[src/rtl/serial_frame_receiver_if.sv]
// Output handshake bundle of serial_frame_receiver: word, valid and ready.
interface serial_frame_receiver_if #(
    parameter int WIDTH = 4
);
    logic [WIDTH-1:0] data_out;
    logic             data_valid;
    logic             data_ready;

    modport master (output data_out, output data_valid, input data_ready);
    modport slave  (input data_out, input data_valid, output data_ready);
endinterface

[src/rtl/serial_frame_receiver.sv]
// Framed serial-to-parallel receiver with a one-entry valid/ready output buffer.
// Define SERIAL_FRAME_RECEIVER_PARITY_EN to add an even-parity bit between data and stop.
//
// state    | meaning
// S_IDLE   | line idle, waiting for a 0
// S_START  | confirming start bit at mid-bit
// S_DATA   | sampling WIDTH data bits
// S_PARITY | sampling the parity bit (parity build only)
// S_STOP   | sampling stop bit, delivering the word
module serial_frame_receiver #(
    parameter int WIDTH        = 4,
    parameter int CLKS_PER_BIT = 4
) (
    input  logic                    clk,
    input  logic                    clear,
    input  logic                    serial_in_i,
    input  logic                    msb_first_i,
    serial_frame_receiver_if.master out_if,
    output logic                    busy_o,
    output logic                    frame_error_o,
    output logic                    parity_error_o,
    output logic                    overrun_o
);
    localparam int CW = $clog2(CLKS_PER_BIT);
    localparam int IW = $clog2(WIDTH);
    localparam logic [CW-1:0] CNT_HALF = CW'(CLKS_PER_BIT / 2 - 1);
    localparam logic [CW-1:0] CNT_LAST = CW'(CLKS_PER_BIT - 1);
    localparam logic [IW-1:0] IDX_LAST = IW'(WIDTH - 1);

    typedef enum logic [2:0] {
        S_IDLE,
        S_START,
        S_DATA,
        S_PARITY,
        S_STOP
    } state_t;

    state_t           state_q;
    logic [CW-1:0]    cnt_q;
    logic [IW-1:0]    idx_q;
    logic             msb_q;
    logic [WIDTH-1:0] shift_q;
    logic [WIDTH-1:0] shift_d;
    logic [WIDTH-1:0] data_q;
    logic             valid_q;
    logic             ferr_q;
    logic             ovr_q;
    logic             stop_ok;
`ifdef SERIAL_FRAME_RECEIVER_PARITY_EN
    logic             par_bad_q;
    logic             perr_q;
`endif

    always_comb begin
        shift_d = shift_q;
        if (msb_q) begin
            shift_d = {shift_q[WIDTH-2:0], serial_in_i};
        end else begin
            shift_d = {serial_in_i, shift_q[WIDTH-1:1]};
        end
    end

`ifdef SERIAL_FRAME_RECEIVER_PARITY_EN
    assign stop_ok = serial_in_i & ~par_bad_q;
`else
    assign stop_ok = serial_in_i;
`endif

    always_ff @(posedge clk) begin
        if (!clear) begin
            state_q <= S_IDLE;
            cnt_q   <= '0;
            idx_q   <= '0;
            msb_q   <= 1'b0;
            shift_q <= '0;
            data_q  <= '0;
            valid_q <= 1'b0;
            ferr_q  <= 1'b0;
            ovr_q   <= 1'b0;
`ifdef SERIAL_FRAME_RECEIVER_PARITY_EN
            par_bad_q <= 1'b0;
            perr_q    <= 1'b0;
`endif
        end else begin
            ferr_q <= 1'b0;
`ifdef SERIAL_FRAME_RECEIVER_PARITY_EN
            perr_q <= 1'b0;
`endif
            if (valid_q && out_if.data_ready) begin
                valid_q <= 1'b0;
            end
            case (state_q)
                S_IDLE: begin
                    if (!serial_in_i) begin
                        state_q <= S_START;
                        cnt_q   <= '0;
                    end
                end
                S_START: begin
                    if (cnt_q == CNT_HALF) begin
                        if (!serial_in_i) begin
                            state_q <= S_DATA;
                            cnt_q   <= '0;
                            idx_q   <= '0;
                            msb_q   <= msb_first_i;
                        end else begin
                            state_q <= S_IDLE;
                        end
                    end else begin
                        cnt_q <= cnt_q + 1'b1;
                    end
                end
                S_DATA: begin
                    if (cnt_q == CNT_LAST) begin
                        cnt_q   <= '0;
                        shift_q <= shift_d;
                        if (idx_q == IDX_LAST) begin
`ifdef SERIAL_FRAME_RECEIVER_PARITY_EN
                            state_q <= S_PARITY;
`else
                            state_q <= S_STOP;
`endif
                        end else begin
                            idx_q <= idx_q + 1'b1;
                        end
                    end else begin
                        cnt_q <= cnt_q + 1'b1;
                    end
                end
`ifdef SERIAL_FRAME_RECEIVER_PARITY_EN
                S_PARITY: begin
                    if (cnt_q == CNT_LAST) begin
                        cnt_q     <= '0;
                        par_bad_q <= serial_in_i ^ (^shift_q);
                        state_q   <= S_STOP;
                    end else begin
                        cnt_q <= cnt_q + 1'b1;
                    end
                end
`endif
                S_STOP: begin
                    if (cnt_q == CNT_LAST) begin
                        state_q <= S_IDLE;
                        cnt_q   <= '0;
                        ferr_q  <= ~serial_in_i;
`ifdef SERIAL_FRAME_RECEIVER_PARITY_EN
                        perr_q  <= par_bad_q;
`endif
                        // a full buffer only takes the new word if it is draining this cycle
                        if (stop_ok) begin
                            if (!valid_q || out_if.data_ready) begin
                                data_q  <= shift_q;
                                valid_q <= 1'b1;
                            end else begin
                                ovr_q <= 1'b1;
                            end
                        end
                    end else begin
                        cnt_q <= cnt_q + 1'b1;
                    end
                end
                default: state_q <= S_IDLE;
            endcase
        end
    end

    assign out_if.data_out   = data_q;
    assign out_if.data_valid = valid_q;
    assign busy_o            = (state_q != S_IDLE);
    assign frame_error_o     = ferr_q;
    assign overrun_o         = ovr_q;
`ifdef SERIAL_FRAME_RECEIVER_PARITY_EN
    assign parity_error_o    = perr_q;
`else
    assign parity_error_o    = 1'b0;
`endif
endmodule

[src/flat_wrapper.sv]
// flat-port wrapper written by rule: the top's interface ports become plain ports
module serial_frame_receiver_flat 
#(
    parameter int WIDTH        = 4,
    parameter int CLKS_PER_BIT = 4
)
  (clk, clear, serial_in_i, msb_first_i, busy_o, frame_error_o, parity_error_o, overrun_o, out_if_data_out, out_if_data_valid, out_if_data_ready);
  serial_frame_receiver_if #(.WIDTH(WIDTH)) out_if_i ();
  input  logic clk;
  input  logic clear;
  input  logic serial_in_i;
  input  logic msb_first_i;
  output logic busy_o;
  output logic frame_error_o;
  output logic parity_error_o;
  output logic overrun_o;
  output wire logic [$bits(out_if_i.data_out)-1:0] out_if_data_out;
  output wire logic [$bits(out_if_i.data_valid)-1:0] out_if_data_valid;
  input wire logic [$bits(out_if_i.data_ready)-1:0] out_if_data_ready;
  assign out_if_data_out = out_if_i.data_out;
  assign out_if_data_valid = out_if_i.data_valid;
  assign out_if_i.data_ready = out_if_data_ready;
  serial_frame_receiver #(.WIDTH(WIDTH), .CLKS_PER_BIT(CLKS_PER_BIT)) u_core (.clk(clk), .clear(clear), .serial_in_i(serial_in_i), .msb_first_i(msb_first_i), .out_if(out_if_i), .busy_o(busy_o), .frame_error_o(frame_error_o), .parity_error_o(parity_error_o), .overrun_o(overrun_o));
endmodule
[config.mk]
export PLATFORM = sky130hd
export DESIGN_NAME = serial_frame_receiver_flat
export DESIGN_NICKNAME = d
export VERILOG_FILES = /design/src/rtl/serial_frame_receiver_if.sv /design/src/rtl/serial_frame_receiver.sv /design/src/flat_wrapper.sv
export SDC_FILE = /design/constraint.sdc
export NUM_CORES = 1
export LEC_CHECK = 0
export ABC_AREA = 0
export CAP_MARGIN = 20
export CELL_PAD_IN_SITES_DETAIL_PLACEMENT = 1
export CELL_PAD_IN_SITES_GLOBAL_PLACEMENT = 2
export CORE_MARGIN = 1
export CORE_UTILIZATION = 31
export DETAILED_ROUTE_END_ITERATION = 8
export DONT_BUFFER_PORTS = 1
export PLACE_DENSITY = 0.75
export SLEW_MARGIN = 10
export SYNTH_ARGS = -nofsm -noshare
export SYNTH_HDL_FRONTEND = slang
export SYNTH_SLANG_ARGS = --single-unit
[constraint.sdc]
create_clock -name clk -period 2.1 [get_ports clk]
set_clock_uncertainty 0.15 [all_clocks]
set_input_delay 0.21 -clock clk [delete_from_list [all_inputs] [get_ports clk]]
set_output_delay 0.21 -clock clk [all_outputs]
set_load 0.1 [all_outputs]
==> run_results.csv <==
group,metric,value,unit
place,place_ws,375.0,ps
die,ios,14,
place,gp_congestion,0.7401,
power_and_ir_drop,p_sw_share,28.57,%
worst_setup_path,end_kind,"output port",
yosys,yosysTopAreaCellShare,39.23,%
flow_run,drv_cap,0,
die,die_area,3356,µm²
yosys,ys_types,37,
yosys,async_flop_share,0,%
clock_network,cts_resized,0,
worst_setup_path,startpoint_type,"flop",
timing,rsz0062_at_grt,"no",
clock_network,clk_pin_slew,120,ps
place,dp_cells,140,
worst_setup_path,worstPathArrival,1450,ps
detailed_routing,final_antenna_net_count,0,
detailed_routing,drtIter0Drc,9,
timing,max_freq,551.0,MHz
global_routing,overflow,0,
die,die_x,57.93,µm
final_layout,layout-drive-gt1-share,15.38,%
global_routing,grt_antenna_before_repair,0,
place,port_buffers,0,
power_and_ir_drop,ir_drop,0.4282,mV
clock_network,ctsRootBufferMaster,"clkbuf_4",
power_and_ir_drop,clock_power_share,29.7,%
yosys,synthTopCellsByCount,"dfxtp_1, nand2_1, nor2_1",
detailed_routing,drc_errors,0,
place,hpwlAfterDp,1691,µm
timing,period_needed,1815,ps
final_layout,finish.net_count,127,
power_and_ir_drop,p_sw,0.1863,mW
clock_network,cts_tree,"built",
clock_network,numCtsBuffers,3,
timing,finalMaxSlewViolations,0,
yosys,yosysMostFrequentCell,"dfxtp_1",
die,die_h,57.93,µm
final_layout,syn_to_final_growth,13.03,%
yosys,yosysTopAreaCell,"dfxtp_1",
yosys,synth_nets,116,
worst_setup_path,slowest_stage,"dfxtp_1",
yosys,synth_edf_count,0,
timing,timing.hold.ws,14.53,ps
final_layout,antenna_cells,0,
yosys,synth_area_leaders,"dfxtp_1, mux2i_1, ha_1, a211oi_1, nand2_1",
yosys,synth-seq-cells,19,
timing,setup-tns-final,0,ps
detailed_routing,avgRoutedWirePerCell,15.68,µm
min_path,hold_class,"input pin to flop",
worst_setup_path,critPathMaxStageDelay,670,ps
yosys,synth_area,969.7,µm²
global_routing,first_global_vias,825,
power_and_ir_drop,p_comb_share,12.1,%
timing,period_share,86.42,%
timing,worst_pin_slew,625.4,ps
global_routing,track_usage,15.90,%
yosys,yosys_warnings,0,
detailed_routing,routed_wl,2320,µm
yosys,synth_seq_area_share,39.23,%
clock_network,insertion_delay,310,ps
worst_setup_path,critical_path.max_fanout,12,
clock_network,clock-sinks,19,
die,rows,19,
yosys,netlist_instances,107,
global_routing,grt_max_degree,18,
worst_setup_path,worstPathCellList,"or3_1, buf_4",
detailed_routing,routed-via-count,798,
timing,relSlewSlack,58.17,%
worst_setup_path,worstPathRequired,1740,ps
timing,hold_viol_final,0,
final_layout,fillers,351,
global_routing,grt_pass1_wl,4002,µm
clock_network,cts_max_level,1,
die,core-area,2853,µm²
power_and_ir_drop,power,0.6522,mW
clock_network,clockBufferDepth,2,
detailed_routing,drtPass1Iterations,4,
power_and_ir_drop,leakage,0.4005,nW
final_layout,finalNonFillerCells,148,
timing,setup_viol,0,
detailed_routing,viasPerCell,5.392,
power_and_ir_drop,powerDensity,595.1,nW/µm²
die,start_util,33.99,%
timing,fin_ws,285.2,ps
worst_setup_path,path_class,"flop to output port",
status,status,"finished clean",
yosys,ys.flop_type,"dfxtp_1",
power_and_ir_drop,seqPwrFrac,58.2,%
yosys,syn_avg_cell_area,9.062,µm²
power_and_ir_drop,internal_power,0.4659,mW
-- what timing repair did --
item                      in CTS  in global routing
buffers inserted               0                  0
hold buffers                   4                  0
hold endpoints to repair      13                  0
-- power groups by stage --
| stage | Clock [mW] | Sequential, mW | Combinational, mW |
|---|---|---|---|
| floorplan | 0 | 0.378 | 0.0725 |
| global placement | 0 | 0.387 | 0.0659 |
| detailed placement | 0 | 0.388 | 0.0674 |
| CTS | 0.202 | 0.379 | 0.0792 |
| global route | 0.212 | 0.381 | 0.0863 |
| finish | 0.194 | 0.380 | 0.0788 |
-- layout by cell type, fill, tap and decap left out, drive strengths merged --
master       netlist  routed
dfxtp             19      19
nand2             11      11
buf                6       9
nor2               8       8
nand3              7       7
mux2i              7       7
o21ai              6       6
nand2b             5       5
a211oi             5       5
nor3               5       5
ha                 4       4
dlygate4sd3        0       4
clkbuf             1       4
inv                3       3
a21oi              3       3
o2bb2ai            2       2
nor3b              2       2
nand4              2       2
or3                1       1
o22ai              1       1
a2bb2oi            1       1
clkinv             1       1
xnor2              1       1
o31ai              1       1
a22oi              1       1
and3               1       1
nand3b             1       1
a41oi              1       1
conb               1       1
-- routing by layer --
layer  global-route usage (%)  vias up  routed length, µm
met5                        0        -                  0
met2                    26.11       12               1126
met4                    6.122        0                 41
met1                    20.33      383               1083
li1                         -      397                  -
met3                    3.571        6                 68
-- layout make-up --
type                       instances  area, µm²  share of cell area [%]
sequential                        19      380.4                   34.70
timing repair buffer              13      107.6                   9.817
tap                               31      38.79                   3.539
clock buffer                       4      26.28                   2.397
inverter                           4      15.01                   1.370
multi-input combinational         77      528.0                   48.17
-- state kept, by name (all words and copies together), names as in the netlist --
| signal | flops |
|---|---|
| u_core.msb_q | 1 |
| u_core.frame_error_o | 1 |
| u_core.out_if.data_valid | 1 |
| u_core.shift_q | 4 |
| u_core.overrun_o | 1 |
| u_core.idx_q | 2 |
| u_core.cnt_q | 2 |
| u_core.state_q | 3 |
| u_core.out_if.data_out | 4 |
-- cells by family (layout without fill, tap and decap cells) --
kind of cell | count (synthesis) | count (layout) | synth area share, %
other cells | 1 | 1 | 0.3867
buf+inv | 11 | 21 | 6.321
fa+ha+maj | 4 | 4 | 5.161
flops | 19 | 19 | 39.23
compound gates | 21 | 21 | 14.32
mux | 7 | 7 | 7.226
simple gates | 43 | 43 | 26.45
xor+xnor | 1 | 1 | 0.9034
-- through the flow --
| step | util, % | instance area [µm²] |
|---|---|---|
| final | 38.42 | 1096 |
| after global routing | 38.42 | 1096 |
| after detailed placement | 36.10 | 1030 |
| after CTS | 38.42 | 1096 |
| after floorplan | - | 969.7 |
| after global placement | 36.10 | 1030 |
-- worst max-delay path, delay by kind of cell, from the launching register on --
| family | cells | cell delay [ps] |
|---|---|---|
| buf+inv | 1 | 280 |
| flops | 1 | 670 |
| simple gates | 1 | 190 |
-- path summary, 6_finish.rpt --
| check | slack [ps] | cells past startpoint | startpoint | endpoint |
|---|---|---|---|---|
| hold reg to reg | 330 | 2 | u_core.idx_q[1] | u_core.idx_q[1] |
| setup reg to reg | 290 | 5 | u_core.cnt_q[0] | u_core.shift_q[2] |
| hold / removal | 10 | 2 | serial_in_i | u_core.state_q[0] |
| setup / recovery | 290 | 2 | u_core.state_q[0] | busy_o |
Power figures use the tool's default switching activity.
